**config.mk**
```make
export PLATFORM = sky130hd
export DESIGN_NAME = sdram_arbiter
export DESIGN_NICKNAME = d
export VERILOG_FILES = /design/src/rtl/sdram_arbiter.sv
export SDC_FILE = /design/constraint.sdc
export NUM_CORES = 1
export LEC_CHECK = 0
export BUFFER_PORTS_ARGS = -buffer_cell sky130_fd_sc_hd__buf_2
export CELL_PAD_IN_SITES_DETAIL_PLACEMENT = 0
export CELL_PAD_IN_SITES_GLOBAL_PLACEMENT = 1
export CORE_MARGIN = 5
export CORE_UTILIZATION = 32
export DETAILED_ROUTE_END_ITERATION = 12
export GPL_TIMING_DRIVEN = 0
export PLACE_DENSITY = 0.88
export SYNTH_ARGS = -nofsm -noshare
export SYNTH_HDL_FRONTEND = slang
export SYNTH_SLANG_ARGS = --single-unit
```
**constraint.sdc**
```tcl
create_clock -name SDRAM_CLK -period 4.2 [get_ports SDRAM_CLK]
set_input_delay 0.42 -clock SDRAM_CLK [delete_from_list [all_inputs] [get_ports SDRAM_CLK]]
set_output_delay 0.42 -clock SDRAM_CLK [all_outputs]
set_load 0.005 [all_outputs]
```
**src/rtl/sdram_arbiter.sv**
```systemverilog
// sdram_arbiter
//   Shares the single SDRAM controller port among three requesters:
//   port 0 = CPU ROM/RAM, port 1 = CD-ROM DMA, port 2 = video/aux.
//   Each port uses a level request held until a one-cycle ACK pulse.
//   A grant registers the winning port's command, issues one read or
//   write strobe, waits for the controller to report done (or times out)
//   and then acknowledges the requester.
//
// Ports
//   SDRAM_CLK   sole clock
//   RESET       synchronous, active-high reset
//   REQ/WE      per-port request level and write select
//   ADDR/DIN/BE per-port address (25b), write data (16b), byte enables (2b)
//   ACK/ERR     one-hot completion pulse; ERR marks a timed-out access
//   DOUT        last read data, held until the next read completion
//   SDRAM_*     strobes and held command toward the SDRAM controller
//   SDRAM_RDY   controller idle/done, SDRAM_DOUT its read data
module sdram_arbiter #(
  parameter bit          PRIO0   = 1'b1,
  parameter int unsigned TIMEOUT = 255
) (
  input  logic        SDRAM_CLK,
  input  logic        RESET,
  input  logic [2:0]  REQ,
  input  logic [2:0]  WE,
  input  logic [74:0] ADDR,
  input  logic [47:0] DIN,
  input  logic [5:0]  BE,
  output logic [2:0]  ACK,
  output logic        ERR,
  output logic [15:0] DOUT,
  output logic        SDRAM_RD,
  output logic        SDRAM_WR,
  output logic [24:0] SDRAM_ADDR,
  output logic [15:0] SDRAM_DIN,
  output logic [1:0]  SDRAM_BE,
  input  logic        SDRAM_RDY,
  input  logic [15:0] SDRAM_DOUT
);

  typedef enum logic [1:0] {ST_IDLE, ST_STRB, ST_HOLD, ST_WAIT} state_t;

  localparam logic [7:0] TIMEOUT_CNT = 8'(TIMEOUT);

  state_t      state, state_next;
  logic [1:0]  gnt;
  logic        gnt_we;
  logic [1:0]  rr_ptr;
  logic [7:0]  cnt;
  logic [7:0]  cnt_inc;
  logic [2:0]  eligible;
  logic        found;
  logic [1:0]  grant_idx;
  logic        start_grant;
  logic        wait_done;
  logic        wait_timeout;
  logic        sel_we;
  logic [24:0] sel_addr;
  logic [15:0] sel_din;
  logic [1:0]  sel_be;

  // Arbitration. The port being acknowledged this cycle is masked so a
  // requester that keeps REQ high cannot win twice in a row.
  always_comb begin
    int c;
    eligible  = REQ & ~ACK;
    found     = 1'b0;
    grant_idx = 2'd0;
    c         = 0;
    if (PRIO0) begin
      if (eligible[0]) begin
        found     = 1'b1;
        grant_idx = 2'd0;
      end else if (rr_ptr == 2'd1) begin
        if (eligible[2]) begin
          found     = 1'b1;
          grant_idx = 2'd2;
        end else if (eligible[1]) begin
          found     = 1'b1;
          grant_idx = 2'd1;
        end
      end else begin
        if (eligible[1]) begin
          found     = 1'b1;
          grant_idx = 2'd1;
        end else if (eligible[2]) begin
          found     = 1'b1;
          grant_idx = 2'd2;
        end
      end
    end else begin
      // Search pointer+1, pointer+2, pointer+3 modulo 3
      for (int k = 1; k <= 3; k++) begin
        c = int'(rr_ptr) + k;
        if (c >= 3) c = c - 3;
        if (c >= 3) c = c - 3;
        if (!found && eligible[c[1:0]]) begin
          found     = 1'b1;
          grant_idx = c[1:0];
        end
      end
    end
  end

  // Command fields of the candidate port
  always_comb begin
    sel_we   = WE[0];
    sel_addr = ADDR[24:0];
    sel_din  = DIN[15:0];
    sel_be   = BE[1:0];
    case (grant_idx)
      2'd1: begin
        sel_we   = WE[1];
        sel_addr = ADDR[49:25];
        sel_din  = DIN[31:16];
        sel_be   = BE[3:2];
      end
      2'd2: begin
        sel_we   = WE[2];
        sel_addr = ADDR[74:50];
        sel_din  = DIN[47:32];
        sel_be   = BE[5:4];
      end
      default: ;
    endcase
  end

  // Next-state logic. HOLD exists because the controller only drops
  // SDRAM_RDY a cycle after the strobe; sampling it there would look done.
  always_comb begin
    state_next   = state;
    start_grant  = 1'b0;
    wait_done    = 1'b0;
    wait_timeout = 1'b0;
    cnt_inc      = cnt + 8'd1;
    case (state)
      ST_IDLE: begin
        if (SDRAM_RDY && found) begin
          start_grant = 1'b1;
          state_next  = ST_STRB;
        end
      end
      ST_STRB: state_next = ST_HOLD;
      ST_HOLD: state_next = ST_WAIT;
      ST_WAIT: begin
        if (SDRAM_RDY) begin
          wait_done  = 1'b1;
          state_next = ST_IDLE;
        end else if (cnt_inc == TIMEOUT_CNT) begin
          wait_timeout = 1'b1;
          state_next   = ST_IDLE;
        end
      end
      default: state_next = ST_IDLE;
    endcase
  end

  // State register
  always_ff @(posedge SDRAM_CLK) begin
    if (RESET) state <= ST_IDLE;
    else       state <= state_next;
  end

  // Datapath: grant capture, strobes, timeout counter and completion.
  // Port 0 grants under PRIO0 leave the round-robin pointer alone so
  // ports 1 and 2 keep alternating between them.
  always_ff @(posedge SDRAM_CLK) begin
    if (RESET) begin
      ACK        <= 3'b000;
      ERR        <= 1'b0;
      DOUT       <= 16'h0000;
      SDRAM_RD   <= 1'b0;
      SDRAM_WR   <= 1'b0;
      SDRAM_ADDR <= 25'h0;
      SDRAM_DIN  <= 16'h0000;
      SDRAM_BE   <= 2'b00;
      gnt        <= 2'd0;
      gnt_we     <= 1'b0;
      cnt        <= 8'd0;
      rr_ptr     <= 2'd2;
    end else begin
      ACK      <= 3'b000;
      ERR      <= 1'b0;
      SDRAM_RD <= 1'b0;
      SDRAM_WR <= 1'b0;
      if (start_grant) begin
        gnt        <= grant_idx;
        gnt_we     <= sel_we;
        SDRAM_ADDR <= sel_addr;
        SDRAM_DIN  <= sel_din;
        SDRAM_BE   <= sel_be;
        SDRAM_RD   <= ~sel_we;
        SDRAM_WR   <= sel_we;
        if (!(PRIO0 && grant_idx == 2'd0)) rr_ptr <= grant_idx;
      end
      if (state == ST_HOLD) cnt <= 8'd0;
      if (state == ST_WAIT && !wait_done && !wait_timeout) cnt <= cnt_inc;
      if (wait_done) begin
        ACK <= 3'(3'b001 << gnt);
        if (!gnt_we) DOUT <= SDRAM_DOUT;
      end
      if (wait_timeout) begin
        ACK <= 3'(3'b001 << gnt);
        ERR <= 1'b1;
      end
    end
  end

endmodule
```
==> results of run 1 <==
==> cell usage after synthesis (4+ instances only) <==
cell and count:
a21oi_1 66, a22oi_1 45, and3_1 4, buf_1 4, clkbuf_1 39, dfxtp_1 80, ha_1 9, inv_1 10
nand2_1 178, nand3_1 5, nor2_1 7, nor2b_1 6, nor3_1 8, o21a_1 4, o21ai_0 56
==> placed cells by master, fill, tap and decap left out, types with 2 or more instances in the layout <==
master     instances
o211ai_1           2
o21ai_0           56
nor2_1             7
and3_1             4
nor2b_1            6
bufinv_16          2
o311a_1            2
clkbuf_16          9
nand2_1          178
clkbuf_1          39
a22oi_1           45
nand2b_1           3
o31ai_1            2
nor3_1             8
nor3b_1            3
or3b_1             2
inv_6              3
nand3_1            5
buf_2            219
a21oi_1           66
inv_1             10
dfxtp_1           80
ha_1               9
buf_1              4
or2_2              3
o21a_1             4
==> metal layers <==
metal | track usage | share of wire | vias up
met5 | 0 | 0.0010 | -
met4 | 0.0588 | 0.022 | 4
met3 | 0.0555 | 0.074 | 26
met2 | 0.309 | 0.48 | 181
met1 | 0.223 | 0.43 | 2016
li1 | - | - | 2352
==> stage by stage <==
| stage | std cells | area (um2) |
|---|---|---|
| 2_1_floorplan | 551 | 3960 |
| 3_3_place_gp | 936 | 5250 |
| 3_5_place_dp | 936 | 5250 |
| 4_1_cts | 952 | 5590 |
| 5_1_grt | 952 | 5590 |
| 6_report | 952 | 5590 |
==> registers in the layout, summed over array words and instances, names as in the netlist, 2 cells and up <==
| signal | count |
|---|---|
| cnt | 8 |
| DOUT | 16 |
| SDRAM_ADDR | 25 |
| state | 2 |
| gnt | 2 |
| SDRAM_BE | 2 |
| SDRAM_DIN | 16 |
| rr_ptr | 2 |
| ACK | 3 |
==> worst register-to-register path: cells and delay by family, from the launching register on <==
family	cells	cell delay (ps)
buffers and inverters	3	1160
adder cells (fa/ha/maj)	1	300
flip-flops	1	310
AND/OR/NAND/NOR	3	370
AO/OA/AOI/OAI	3	620
==> how the worst max path moves through the flow <==
stage / slack (ps) / to / from / cells after the start
CTS: 1310 / SDRAM_ADDR[14]$_SDFFE_PP0P_ / rr_ptr[1]$_SDFFE_PP1P_ / 10
detailed placement: 1190 / SDRAM_ADDR[14]$_SDFFE_PP0P_ / REQ[2] / 11
global placement: 1240 / SDRAM_ADDR[14]$_SDFFE_PP0P_ / REQ[2] / 11
global route: 1060 / SDRAM_ADDR[14]$_SDFFE_PP0P_ / rr_ptr[1]$_SDFFE_PP1P_ / 10
finish: 1370 / SDRAM_ADDR[14]$_SDFFE_PP0P_ / rr_ptr[1]$_SDFFE_PP1P_ / 10
floorplan: 1990 / SDRAM_ADDR[14]$_SDFFE_PP0P_ / REQ[2] / 10
==> power by group through the flow <==
stage               combinational (mW)  sequential [mW]  clock, mW
CTS                              0.656            0.903      0.885
detailed placement               0.656            0.918          0
global placement                 0.641            0.915          0
finish                           0.649            0.902      0.871
global route                     0.737            0.913      0.924
floorplan                        0.372            0.917          0
==> kinds of logic after synthesis <==
logic type,count (synthesis),synth area share
xor gates and xnor gates,1,0.00221
adders and majority gates,9,0.0285
buffers and inverters,55,0.0528
and+or+nand+nor,224,0.236
DFF,80,0.405
AOI/OAI and AO/OA,182,0.276
==> area by class of cell <==
cell class                 count  area [um2]  share of cell area
buffer                        45         171              0.0307
clock buffer                   9         225              0.0403
clock inverter                 7         110              0.0197
inverter                      10        37.5             0.00672
multi-input combinational    416        2150               0.384
sequential                    80        1600               0.287
tap                          168         210              0.0376
timing repair buffer         217        1090               0.194
==> results.json, run 1 <==
{
  "grt_pass1_wl_um": 21700,
  "r2r_end": "SDRAM_ADDR[14]$_SDFFE_PP0P_",
  "leakage_nw": 2.52,
  "cts-root-buf": "clkbuf_16",
  "power.density_nw_per_um2": 433,
  "overflow": 0,
  "cts_buffer_depth": 2,
  "synth_edf_count": 0,
  "yosysUniqueCellTypes": 34,
  "globalplace.congestion": 0.875,
  "grt_use_total": 0.183,
  "fillCellCount": 1229,
  "yosys_warnings": 0,
  "critical_path.endpoint_type": "register",
  "period_needed_ps": 2830,
  "crit_type": "reg2reg",
  "synth_top_cell_by_area": "dfxtp_1",
  "core_area_um2": 12100,
  "synthFlopType": "dfxtp_1",
  "wl_um": 13900,
  "whs_endpoint": "DOUT[6]$_SDFFE_PP0P_",
  "seq_area_frac_synth": 0.405,
  "post_cts_buffers": 0,
  "rsz0062_at_grt": "no",
  "die_h_um": 121,
  "fmax_ghz": 0.353,
  "drtAntennaViolNets": 0,
  "status": "finished clean",
  "synth_seq_cells": 80,
  "synth_area_um2": 3960,
  "detailed_place_hpwl_um": 11200,
  "hold_viol_final": 0,
  "preCtsSetupSlack_ps": 1190,
  "path_cells": "nand2b_1, o311a_1, ha_1, clkbuf_1, clkbuf_1, buf_1, nand2_1, o21ai_0, nand2_1, a21oi_1",
  "setup_ws_ps": 1370,
  "hp-class": "in2reg",
  "internal_power_mw": 1.63,
  "cp_max_fo": 10,
  "synth_area_leaders": "dfxtp_1, nand2_1, a22oi_1",
  "syn2layout_area_growth_pct": 41.2,
  "synth-async-reset-ratio": 0,
  "switching_share": 0.325,
  "cts.sinks": 80,
  "fin_skew_ps": 8.97,
  "slowest_stage": "clkbuf_1",
  "io_pins": 219,
  "max-cap-violations": 0,
  "die_area_um2": 14700,
  "comb_power_share": 0.268,
  "crit_arrival_ps": 3090,
  "vdd_drop_max_mv": 0.206,
  "holdCritStartpoint": "SDRAM_DOUT[6]",
  "period_share": 0.674,
  "cp_data_required_time_ps": 4460,
  "path_buf_inv": 3,
  "start_util": 0.328,
  "start_kind": "register",
  "post_cts_resize_count": 0,
  "r2r_start": "rr_ptr[1]$_SDFFE_PP1P_",
  "fin_tns_setup_ps": 0,
  "synth_top_cell_area_share": 0.405,
  "diodes": 0,
  "vias": 4579,
  "grt_max_degree": 17,
  "h-tree-depth": 3,
  "layout-drive-gt1-share": 0.306,
  "whs_path_depth": 3,
  "fp-row-count": 40,
  "drt-vias-per-instance": 4.81,
  "die_w_um": 121,
  "r2r_slack_ps": 1370,
  "cpPeakStageDelay_ps": 430,
  "cts_tree": "built",
  "p_clk_frac": 0.360,
  "cts-hold-fix-buffers": 0,
  "clkTransAtPathRegs_ps": 70,
  "setup_violations": 0,
  "power.total_mw": 2.42,
  "drc": 0,
  "synth_cells": 551,
  "power.switching_mw": 0.788,
  "fin_nets": 942,
  "grt_pass1_vias": 4528,
  "wire_per_inst_um": 14.6,
  "slew_headroom": 0.572,
  "fin_util": 0.463,
  "worst_hold_slack_ps": 320,
  "grt_antenna_before_repair": 2,
  "synth_nets": 714,
  "final-max-slew-violation-count": 0,
  "rr_worst_depth": 10,
  "cts_made_buffers": 9,
  "seqPwrFrac": 0.372,
  "port_buffers": 217,
  "dr.pass1.iters": 4,
  "crit_family": "buffers and inverters",
  "synth_area_per_cell_um2": 7.18,
  "worst_pin_slew_ps": 641,
  "insertion_delay_ps": 330,
  "drt_iter0_drc": 185
}
Note: power is estimated with default switching activity, not from simulation.
==> run 2: changes to the inputs <==
Settings changed: CORE_UTILIZATION 32 to 27, PLACE_DENSITY 0.88 to 0.79.
Clock period 4.2 ns to 2.6 ns, I/O delays scaled along.
==> results.json, run 2 (synthesized netlist as in run 1, its figures left out) <==
{
  "status": "finished clean",
  "overflow": 0,
  "vdd_drop_max_mv": 0.294,
  "layout-drive-gt1-share": 0.313,
  "final_common_cell": "buf_2",
  "setup_violations": 0,
  "globalplace.congestion": 0.804,
  "die_area_um2": 17200,
  "h-tree-depth": 3,
  "start_util": 0.273,
  "hold_viol_final": 0,
  "port_buffers": 217,
  "largest_reg_flops": 25,
  "drtAntennaViolNets": 0,
  "io_pins": 219,
  "power.switching_mw": 1.27,
  "fp-row-count": 44,
  "grt_max_degree": 15,
  "grt_pass1_vias": 4391,
  "setup_ws_ps": 217,
  "worst_hold_slack_ps": 154,
  "reg_top3": "SDRAM_ADDR (25), DOUT (16), SDRAM_DIN (16)",
  "p_clk_frac": 0.323,
  "cts_tree": "built",
  "die_w_um": 131,
  "preCtsSetupSlack_ps": -310,
  "fin_nets": 939,
  "grt_pass1_wl_um": 22000,
  "die_h_um": 131,
  "wl_um": 14300,
  "slew_headroom": 0.548,
  "worst_pin_slew_ps": 678,
  "period_share": 0.917,
  "grt_antenna_before_repair": 1,
  "drc": 0,
  "switching_share": 0.340,
  "grt_use_total": 0.163,
  "cts_made_buffers": 9,
  "internal_power_mw": 2.46,
  "cts_buffer_depth": 2,
  "fin_skew_ps": 6.35,
  "syn2layout_area_growth_pct": 40.3,
  "crit_arrival_ps": 2590,
  "critical_path.endpoint_type": "register",
  "dr_wl_met3_um": 1180,
  "crit_type": "reg2reg",
  "fmax_ghz": 0.420,
  "diodes": 0,
  "vias": 4519,
  "clkTransAtPathRegs_ps": 60,
  "wl_met1_um": 6070,
  "fin_util": 0.383,
  "cts-root-buf": "clkbuf_16",
  "multi_input_comb_area_um2": 2150,
  "placedCellCount": 952,
  "insertion_delay_ps": 340,
  "dr.pass1.iters": 4,
  "cpPeakStageDelay_ps": 440,
  "slowest_stage": "dfxtp_1",
  "rsz0062_at_grt": "no",
  "start_kind": "register",
  "seqPwrFrac": 0.389,
  "cts.sinks": 80,
  "comb_power_share": 0.287,
  "routed.top_layer": "met5",
  "drt_iter0_drc": 177,
  "register_area_um2": 1600,
  "fillCellCount": 1590,
  "power.density_nw_per_um2": 671,
  "period_needed_ps": 2380,
  "max-cap-violations": 0,
  "core_area_um2": 14500,
  "leakage_nw": 2.49,
  "final-max-slew-violation-count": 0,
  "cp_data_required_time_ps": 2810,
  "hp-class": "in2reg",
  "cp_max_fo": 10,
  "path_cells": "ha_1, nand3_1, nor3_1, o221ai_1, o311a_4, buf_2, o211ai_1, o41ai_2",
  "detailed_place_hpwl_um": 11300,
  "drt-vias-per-instance": 4.69,
  "post_cts_buffers": 0,
  "wire_per_inst_um": 14.8,
  "fin_cells": 964,
  "met2_length_um": 6780,
  "top_register": "SDRAM_ADDR",
  "mostFrequentLayoutCells": "buf_2, nand2_1, dfxtp_1"
}
## run 2: layout make-up
type / instances / area share
inverters: 10 / 0.00676
clock buffers: 10 / 0.0430
repair buffers: 217 / 0.196
well taps: 184 / 0.0415
flip-flops and latches: 80 / 0.288
clock inverters: 5 / 0.00766
multi-input cells: 416 / 0.387
plain buffers: 42 / 0.0295
## run 2: power groups by stage
stage               Sequential (mW)  Combinational (mW)  Clock, mW
floorplan                      1.48               0.602          0
global placement               1.47                1.08          0
detailed placement             1.48                1.09          0
CTS                            1.45                1.09       1.25
global route                   1.47                1.23       1.29
finish                         1.45                1.07       1.20
## run 2: layer usage
metal,vias up,track usage
li1,2343,-
met1,2009,0.199
met2,145,0.272
met3,20,0.0506
met4,2,0.0557
met5,-,0
## run 2: worst max-delay path: cells and delay by family (launching register included)
family / cells / cell delay [ps]
fa+ha+maj: 1 / 300
buf+inv: 1 / 200
flops: 1 / 440
compound gates: 4 / 890
simple gates: 2 / 410
## run 2: path summary, 6_finish.rpt
path,startpoint,to,slack (ps),cells after the start
max reg2reg,cnt[1]$_SDFFE_PP0P_,state[1]$_SDFFE_PP0P_,220,8
min reg2reg,SDRAM_ADDR[0]$_SDFFE_PP0P_,SDRAM_ADDR[0]$_SDFFE_PP0P_,450,2
max,cnt[1]$_SDFFE_PP0P_,state[1]$_SDFFE_PP0P_,220,8
min,SDRAM_DOUT[14],DOUT[14]$_SDFFE_PP0P_,150,3
## run 2: per-stage QoR
stage          area [um2]  total power [mW]  setup TNS (ps)
6_report             5550              3.73               0
5_1_grt              5550              3.99               0
4_1_cts              5550              3.79               0
3_5_place_dp         5270              2.56           -5080
3_3_place_gp         5270              2.55           -5070
2_1_floorplan        3960              2.08               0
## run 2: timing repair
item | in CTS | in global routing
hold buffers | 0 | 0
gates resized for setup | 3 | 3
endpoints found under the setup margin | 35 | 43
==> run 3: changes to the inputs <==
Settings changed: CELL_PAD_IN_SITES_DETAIL_PLACEMENT 0 to 1.
==> results.json, run 3 (synthesized netlist as in run 1, its figures left out) <==
{
  "fin_skew_ps": 5.19,
  "drt_iter0_drc": 178,
  "fin_nets": 939,
  "fin_cells": 965,
  "globalplace.congestion": 0.804,
  "critical_path.endpoint_type": "register",
  "layout-drive-gt1-share": 0.315,
  "wire_per_inst_um": 15.8,
  "cts-root-buf": "clkbuf_16",
  "syn2layout_area_growth_pct": 41.2,
  "crit_arrival_ps": 2610,
  "fillCellCount": 1905,
  "cts_made_buffers": 9,
  "overflow": 0,
  "period_needed_ps": 2400,
  "grt_antenna_before_repair": 1,
  "grt_use_total": 0.174,
  "final-max-slew-violation-count": 0,
  "grt_pass1_wl_um": 23500,
  "hp-class": "in2reg",
  "worst_pin_slew_ps": 618,
  "cts_buffer_depth": 2,
  "drtAntennaViolNets": 0,
  "port_buffers": 217,
  "setup_ws_ps": 200,
  "setup_violations": 0,
  "io_pins": 219,
  "final_common_cell": "buf_2",
  "start_util": 0.273,
  "dr.pass1.iters": 4,
  "cp_max_fo": 10,
  "insertion_delay_ps": 340,
  "vdd_drop_max_mv": 0.375,
  "period_share": 0.923,
  "power.density_nw_per_um2": 692,
  "cts.sinks": 80,
  "fmax_ghz": 0.417,
  "h-tree-depth": 3,
  "placedCellCount": 952,
  "hold_viol_final": 0,
  "drc": 0,
  "vias": 4603,
  "multi_input_comb_area_um2": 2150,
  "cts_tree": "built",
  "status": "finished clean",
  "largest_reg_flops": 25,
  "die_area_um2": 17200,
  "crit_start": "cnt[1]$_SDFFE_PP0P_",
  "diodes": 0,
  "leakage_nw": 2.51,
  "fp-row-count": 44,
  "detailed_place_hpwl_um": 12200,
  "register_area_um2": 1600,
  "wl_um": 15200,
  "cts-hold-fix-buffers": 0,
  "post_cts_buffers": 0,
  "mostFrequentLayoutCells": "buf_2, nand2_1, dfxtp_1",
  "grt_pass1_vias": 4729,
  "max-cap-violations": 0,
  "start_kind": "register",
  "crit_type": "reg2reg",
  "top_register": "SDRAM_ADDR",
  "preCtsSetupSlack_ps": -338,
  "core_area_um2": 14500,
  "die_w_um": 131,
  "clkTransAtPathRegs_ps": 70,
  "slew_headroom": 0.588,
  "holdCritStartpoint": "SDRAM_DOUT[0]",
  "die_h_um": 131,
  "r2r_start": "cnt[1]$_SDFFE_PP0P_",
  "rsz0062_at_grt": "no",
  "cp_data_required_time_ps": 2810,
  "grt_max_degree": 16,
  "reg_top3": "SDRAM_ADDR (25), DOUT (16), SDRAM_DIN (16)",
  "drt-vias-per-instance": 4.77
}
run 3: changes by cell type in the layout (fill, tap and decap cells not counted), sizes merged:
cell / delta
buf: -1
bufinv: +1
clkbuf: +1
clkinvlp: -1
inv: +1
run 3: critical path: stages (launching register included):
cell and delay, ps:
dfxtp_1 450, ha_2 290, nand3_1 150, nor3_1 260
o221ai_1 210, o311a_4 380, buf_2 200, o211ai_1 220
o41ai_2 110
run 3: timing repair:
item | in CTS | in global routing
pin swaps | 0 | 0
endpoints found under the setup margin | 35 | 45
endpoints found under the hold margin | 0 | 0
resized for setup | 3 | 3
run 3: through the flow:
step	setup TNS [ps]	cell area (um2)	util	power, mW	hold WS, ps
floorplan	0	3960	-	2.08	396
global placement	-5070	5270	0.364	2.55	439
detailed placement	-5220	5270	0.364	2.58	444
CTS	0	5580	0.386	3.94	139
global route	0	5590	0.386	4.13	151
finish	0	5590	0.386	3.87	153
run 3: cell type report:
class,count,share of cell area
buffer,42,0.0293
inverter,10,0.00672
clock inverter,6,0.0137
tap,184,0.0412
timing repair buffer,217,0.194
multi-input combinational,416,0.385
clock buffer,10,0.0428
sequential,80,0.287
run 3: routing by layer:
metal  routed length (um)  share of wire  vias to the layer above  track usage
met4                  126         0.0083                        2       0.0399
met5                    7        0.00046                        -            0
met1                 6320           0.41                     2117        0.205
met3                 1230          0.080                       14       0.0588
met2                 7560           0.50                      132        0.306
li1                     -              -                     2338            -
run 3: power by group:
part	internal, mW	switching [mW]	total [mW]
Sequential	1.37	0.0798	1.45
Combinational	0.410	0.669	1.08
Clock	0.785	0.550	1.34
run 3: path summary, 6_finish.rpt:
path	end	cells past startpoint	slack [ps]
setup / recovery	state[1]$_SDFFE_PP0P_	8	200
hold / removal	DOUT[0]$_SDFFE_PP0P_	3	150
hold reg to reg	SDRAM_DIN[6]$_SDFFE_PP0P_	2	450
setup reg to reg	state[1]$_SDFFE_PP0P_	8	200
